==> config.mk <==
export PLATFORM = sky130hd
export DESIGN_NAME = display_sel_ctrl
export DESIGN_NICKNAME = d
export VERILOG_FILES = /design/src/rtl/display_sel_ctrl.sv
export SDC_FILE = /design/constraint.sdc
export NUM_CORES = 1
export LEC_CHECK = 0
export CAP_MARGIN = 25
export CORE_AREA = 5 5 42 44
export CTS_CLUSTER_SIZE = 14
export DETAILED_ROUTE_END_ITERATION = 12
export DIE_AREA = 0 0 47 49
export PLACE_DENSITY = 0.68
export RECOVER_POWER = 100
export SYNTH_ARGS = -nofsm -noshare
export SYNTH_HDL_FRONTEND = slang
export SYNTH_SLANG_ARGS = --single-unit
==> constraint.sdc <==
create_clock -name clk -period 3.5 [get_ports clk]
set_input_delay 0.35 -clock clk [delete_from_list [all_inputs] [get_ports clk]]
set_output_delay 0.35 -clock clk [all_outputs]
set_load 0.01 [all_outputs]
==> src/rtl/display_sel_ctrl.sv <==
// Display select / edit controller for an alarm clock: chooses time or alarm view,
// drives edit-field blanking and alarm hour/minute increment pulses.
module display_sel_ctrl #(
  parameter int unsigned TIMEOUT = 10
) (
  input  logic       clk,
  input  logic       rst,
  input  logic       tick,
  input  logic       mode_btn,
  input  logic       inc_btn,
  input  logic       alarm_ring,
  output logic       sel,
  output logic       blank,
  output logic       inc_hr,
  output logic       inc_min,
  output logic [1:0] state
);

  localparam int unsigned CW = $clog2(TIMEOUT + 1);

  localparam logic [1:0] SHOW_TIME  = 2'd0;
  localparam logic [1:0] SHOW_ALARM = 2'd1;
  localparam logic [1:0] SET_HR     = 2'd2;
  localparam logic [1:0] SET_MIN    = 2'd3;

  localparam logic [CW:0] LIMIT = (CW + 1)'(TIMEOUT);

  logic [1:0]    state_next;
  logic [CW-1:0] idle_cnt;
  logic [CW-1:0] idle_next;
  logic [CW:0]   idle_inc;
  logic          blink;
  logic          blink_next;
  logic          mode;
  logic          inc;
  logic          expire;
  logic          changed;
  logic          editing_next;

  always_comb begin
    // The ringing alarm masks both buttons entirely.
    mode     = mode_btn & ~alarm_ring;
    inc      = inc_btn & ~alarm_ring;
    idle_inc = {1'b0, idle_cnt} + (CW + 1)'(1);
    // A button coincident with tick clears the counter, so it can never expire then.
    expire   = (state != SHOW_TIME) & tick & ~mode & ~inc & (idle_inc == LIMIT);

    state_next = state;
    if (alarm_ring) begin
      state_next = SHOW_TIME;
    end else if (mode) begin
      state_next = state + 2'd1;
    end else if (expire) begin
      state_next = SHOW_TIME;
    end

    changed      = (state_next != state);
    editing_next = (state_next == SET_HR) || (state_next == SET_MIN);

    idle_next = idle_cnt;
    if (changed || (state_next == SHOW_TIME) || mode || inc) begin
      idle_next = '0;
    end else if (tick && (idle_cnt != LIMIT[CW-1:0])) begin
      idle_next = idle_inc[CW-1:0];
    end

    blink_next = blink;
    if (changed || !editing_next || inc) begin
      blink_next = 1'b0;
    end else if (tick) begin
      blink_next = ~blink;
    end
  end

  always_ff @(posedge clk or posedge rst) begin
    if (rst) begin
      state    <= SHOW_TIME;
      idle_cnt <= '0;
      blink    <= 1'b0;
      inc_hr   <= 1'b0;
      inc_min  <= 1'b0;
    end else begin
      state    <= state_next;
      idle_cnt <= idle_next;
      blink    <= blink_next;
      inc_hr   <= inc & ~mode & (state == SET_HR);
      inc_min  <= inc & ~mode & (state == SET_MIN);
    end
  end

  assign sel   = (state == SHOW_TIME);
  assign blank = blink & ((state == SET_HR) || (state == SET_MIN));

endmodule
Yosys cells after proc, flatten, opt, wreduce, memory -nomap -nowiden

Index checks and enable logic that the tools add are counted.
Widths: inputs -> output; s select.

Bits in registers: 9
Input port bits: 6
Memories: 0
Latch bits: 0
Output and inout bits: 6
Bits in read-only memories: 0
Bits in writable memories: 0

Magnitude comparators: 0
Multipliers: 0
Mux-type cells: 7
Shifts and indexed selects: 0
Reductions and logical operators: 14
Divide/modulo/power cells: 0
$add $sub $neg: 2
Bitwise logic cells: 14
Equality and inequality tests: 7

Operators with widths:

| operator            | count |
|---|---|
| $and 1x1->1         | 10 |
| $eq 2x2->1 const B  | 4 |
| $mux 4              | 2 |
| $logic_or 1x1->1    | 7 |
| $mux 2              | 3 |
| $reduce_bool 2->1   | 3 |
| $add 4x1->5 const B | 1 |
| $eq 5x4->1 const B  | 1 |
| $logic_not 2->1     | 2 |
| $ne 4x4->1 const B  | 1 |
| $not 1->1           | 4 |
| $add 2x1->2 const B | 1 |
| $mux 1              | 2 |
| $ne 2x2->1          | 1 |
| $logic_and 1x1->1   | 1 |
| $logic_not 1->1     | 1 |

Depth between registers and ports, before layout

Word-level depth: 15
Depth in mapped cells: 6

Least setup slack after synthesis

No wires, ideal clock.

Path kind: reg2reg
Start: register state[1]
End: register state[0]
Stages on the path, launching flop included: 6
Path slack: 2,020 ps
Arrival time: 1,344 ps
Buffers on the path: 0
Data required time: 3,364 ps
Path through: dfrtp_1 inv_1 ha_1 nand3b_1 o311ai_1 o21ai_0

Cells in the longest elaborated chain, start to end: 8

Ends and longest elaborated chain:

| what                     | line | text |
|---|---|---|
| start, declared          | 16   | `output logic [1:0] state` |
| start signal, assigned   | 83   | `state <= state_next;` |
| $reduce_bool 2->1        | 46   | `expire = (state != SHOW_TIME) & tick & ~mode & ~inc & (idle_inc == LIMIT);` |
| $and 1x1->1 (4 in a row) | 46   |  |
| $mux 2                   | 53   | `end else if (expire) begin` |
| $mux 2                   | 51   | `end else if (mode) begin` |
| $mux 2                   | 49   | `if (alarm_ring) begin` |
| named net state_next[0]  | 28   | `logic [1:0] state_next;` |

The timed path passes the listed nets, and every way through them passes these cells.
A chain may end at the register's enable or synchronous reset.

Worst setup path in the final report

Start: register state[0]
End: output port blank

Cells in the longest elaborated chain, start to end: 3
Elaborated cells on any way between the ends: 4
Classes of those cells: eq/ne (2); bitwise (1); reduce/logical (1)

Ends and longest elaborated chain:

| what                 | line | text |
|---|---|---|
| $eq 2x2->1           | 92   | `assign blank = blink & ((state == SET_HR) \|\| (state == SET_MIN));` |
| $logic_or 1x1->1 (*) | 92   |  |
| $and 1x1->1 (*)      | 92   |  |
| end, declared        | 13   | `output logic blank,` |

Mark *: on every way between the ends. The rest lies on a longest branch, timed or not.

==> impl_metrics.toml <==
[status]
status = "finished clean"

[cts]
clockRootBuffer = "clkbuf_4"
max-clock-path-buffers = 2
ctsResizeCount = 0
hold_buffers = 0
cts.reportedPaths.clkPinSlew_ps = 60
cts_buffers = 3
post_cts_buffers = 0
cts_sinks = 9
htree_levels = 1
clk_latency_ps = 260
cts_tree = "yes"

[die]
initial_core_util_pct = 39.9
num_rows = 14
pin_count = 12
die_area_um2 = 2300
die_w_um = 47
die_h_um = 49
core_um2 = 1400

[sta]
fin_setup_tns_ps = 0
worst_pin_slew_ps = 377
max-slew-margin-rel_pct = 74.6
hold_viol_final = 0
finalCriticalPeriod_ps = 2010
setup_viol = 0
slew_violations = 0
finalCritPeriodShare_pct = 57.5
skew_ps = 2.54
fmax_ghz = 0.497
setup_ws_ps = 1490
whs_ps = 498
grt_setup_unrepaired = "false"

[power_and_ir_drop]
power_per_cell_area_nw_per_um2 = 311
vdd_drop_max_mv = 0.178
power_leakage_nw = 0.324

[grt]
grt_max_degree = 10
grt_pass1_vias = 422
grt_usage_pct = 11.0
grt_antenna_before_repair = 0
grt_pass1_wl_um = 1880
grt_overflow = 0

[critical_path]
cp-start-kind = "flop"
r2r_slack_ps = 1870
cp.required_ps = 3150
slowest_delay_ps = 530
critPathCaptureType = "output pin"
arrival_ps = 1660
crit_family = "buffers and inverters"
crit_cells = 4
crit_type = "flop to output pin"
reg2regPathDepth = 5
path_max_fanout = 5
timing.rr.start = "idle_cnt[0]"
worstPathBufferInverterCount = 2
slowest_stage = "clkdlybuf4s50_1"
crit_chain = "inv_1 -> ha_1 -> o21a_1 -> clkdlybuf4s50_1"
r2r-end = "idle_cnt[1]"

[synthesis]
ys_types = 28
ys_seq_elements = 9
seq_area_frac_synth_pct = 40.3
synth_area_um2 = 559
yosys_warnings = 0
postSynthAreaPerCell_um2 = 10.6
netlist.area_leader.share_pct = 40.3
synth_area_leaders = "dfrtp_1 40%, ha_1 13%, a2111oi_4 4.9%"
synth_top_area_cell = "dfrtp_1"
synthCells = 53
synth_fp_nets = 65

[route]
ant_nets = 0
first_iter_violations = 9
vias_per_cell = 5.05
drc = 0
post_drt_wl_per_cell_um = 12.8
firstDrtPassIters = 4
via_count = 424
routed_wl_um = 1080

[placement]
hpwl_um = 825
io_buffers = 11
post-place-ws_ps = 1800
place_congestion = 0.759

[layout]
syn_to_final_growth_pct = 28.0
final_layout_size_suffix_gt1_share_pct = 7.35
nets = 81
antenna_cells = 0

[min_path]
hp-class = "primary input to asynchronous set/reset pin"

[run]
cap_violations = 0
==> layout make-up <==
class | count | area [µm²]
clock buffer | 4 | 26.3
multi-input combinational | 39 | 315
timing repair buffer | 11 | 110
inverter | 5 | 18.8
fill | 134 | 686
sequential | 9 | 225
tap | 16 | 20.0
==> sequential cells by signal, indices dropped and copies added, names as in the netlist <==
signal    cells
blink         1
idle_cnt      4
inc_hr        1
inc_min       1
state         2
==> metrics by stage <==
step	util, %	area [µm²]	cells	power (W)
4_1_cts	51.1	716	84	0.000226
3_3_place_gp	49.2	689	80	0.000146
3_5_place_dp	49.2	689	80	0.000147
5_1_grt	51.1	716	84	0.000234
6_report	51.1	716	84	0.000223
2_1_floorplan	-	559	53	0.000127
==> power breakdown <==
part / leakage (nW) / switching [W] / internal [W] / total, W
Sequential: 0.124 / 0.00000291 / 0.000106 / 0.000109
Clock: 0.0150 / 0.0000366 / 0.0000439 / 0.0000805
Combinational: 0.185 / 0.0000172 / 0.0000158 / 0.0000331
Total: 0.324 / 0.0000568 / 0.000166 / 0.000223
==> worst max-delay path by stage <==
| stage | start | end | slack (ps) |
|---|---|---|---|
| 2_1_floorplan | state[1] | state[0] | 2020 |
| 3_3_place_gp | state[0] | blank | 1830 |
| 3_5_place_dp | state[0] | blank | 1800 |
| 4_1_cts | state[0] | blank | 1520 |
| 5_1_grt | state[0] | blank | 1370 |
| 6_report | state[0] | blank | 1490 |
==> cells in the mapped netlist <==
cell type,number
nand3b_1,2
ha_1,6
nor4_1,1
inv_2,1
inv_1,4
o21ai_0,2
a2111oi_4,1
mux2_4,1
mux2i_1,1
nor3_1,1
nand4_1,1
nand2b_1,1
o21ai_1,1
a41oi_1,1
and2_1,1
nand4b_1,1
a21oi_1,1
and3_1,2
nor3b_1,1
o311ai_1,1
nand2_1,1
xor2_1,2
nor2b_1,1
xnor2_1,2
nor2_1,5
o21a_1,1
dfrtp_1,9
nand3_1,1
==> worst reg2reg max path, stage by stage (launching register included) <==
cell     delay, ps
dfrtp_1        430
ha_1           250
nor2b_1        140
a41oi_1        370
o21ai_0        220
nor2_1         150
==> metal layers <==
metal / global-route usage [%] / routed length [µm]
met1: 15.3 / 501
met2: 15.6 / 495
met3: 2.21 / 57
met4: 5.53 / 23
met5: 0 / 0
==> cell usage in the layout, fill, tap and decap left out, types with 2 or more instances in the layout <==
cell | Yosys | final
dfrtp_1 | 9 | 9
dlygate4sd3_1 | 0 | 7
ha_1 | 6 | 6
inv_1 | 4 | 5
nor2_1 | 5 | 5
clkdlybuf4s50_1 | 0 | 4
o21ai_0 | 2 | 3
clkbuf_4 | 0 | 3
nand3b_1 | 2 | 2
xnor2_1 | 2 | 2
and3_1 | 2 | 2
xor2_1 | 2 | 2
==> cell families (layout without fill, tap and decap cells) <==
logic type	count (synthesis)	after routing	synth area share [%]
compound gates	8	8	13.0
xor+xnor	4	4	6.27
fa+ha+maj	6	6	13.4
buf+inv	5	20	3.35
flops	9	9	40.3
mux	2	2	4.47
simple gates	19	19	19.2
No activity file was read; power rests on OpenSTA's default activity.
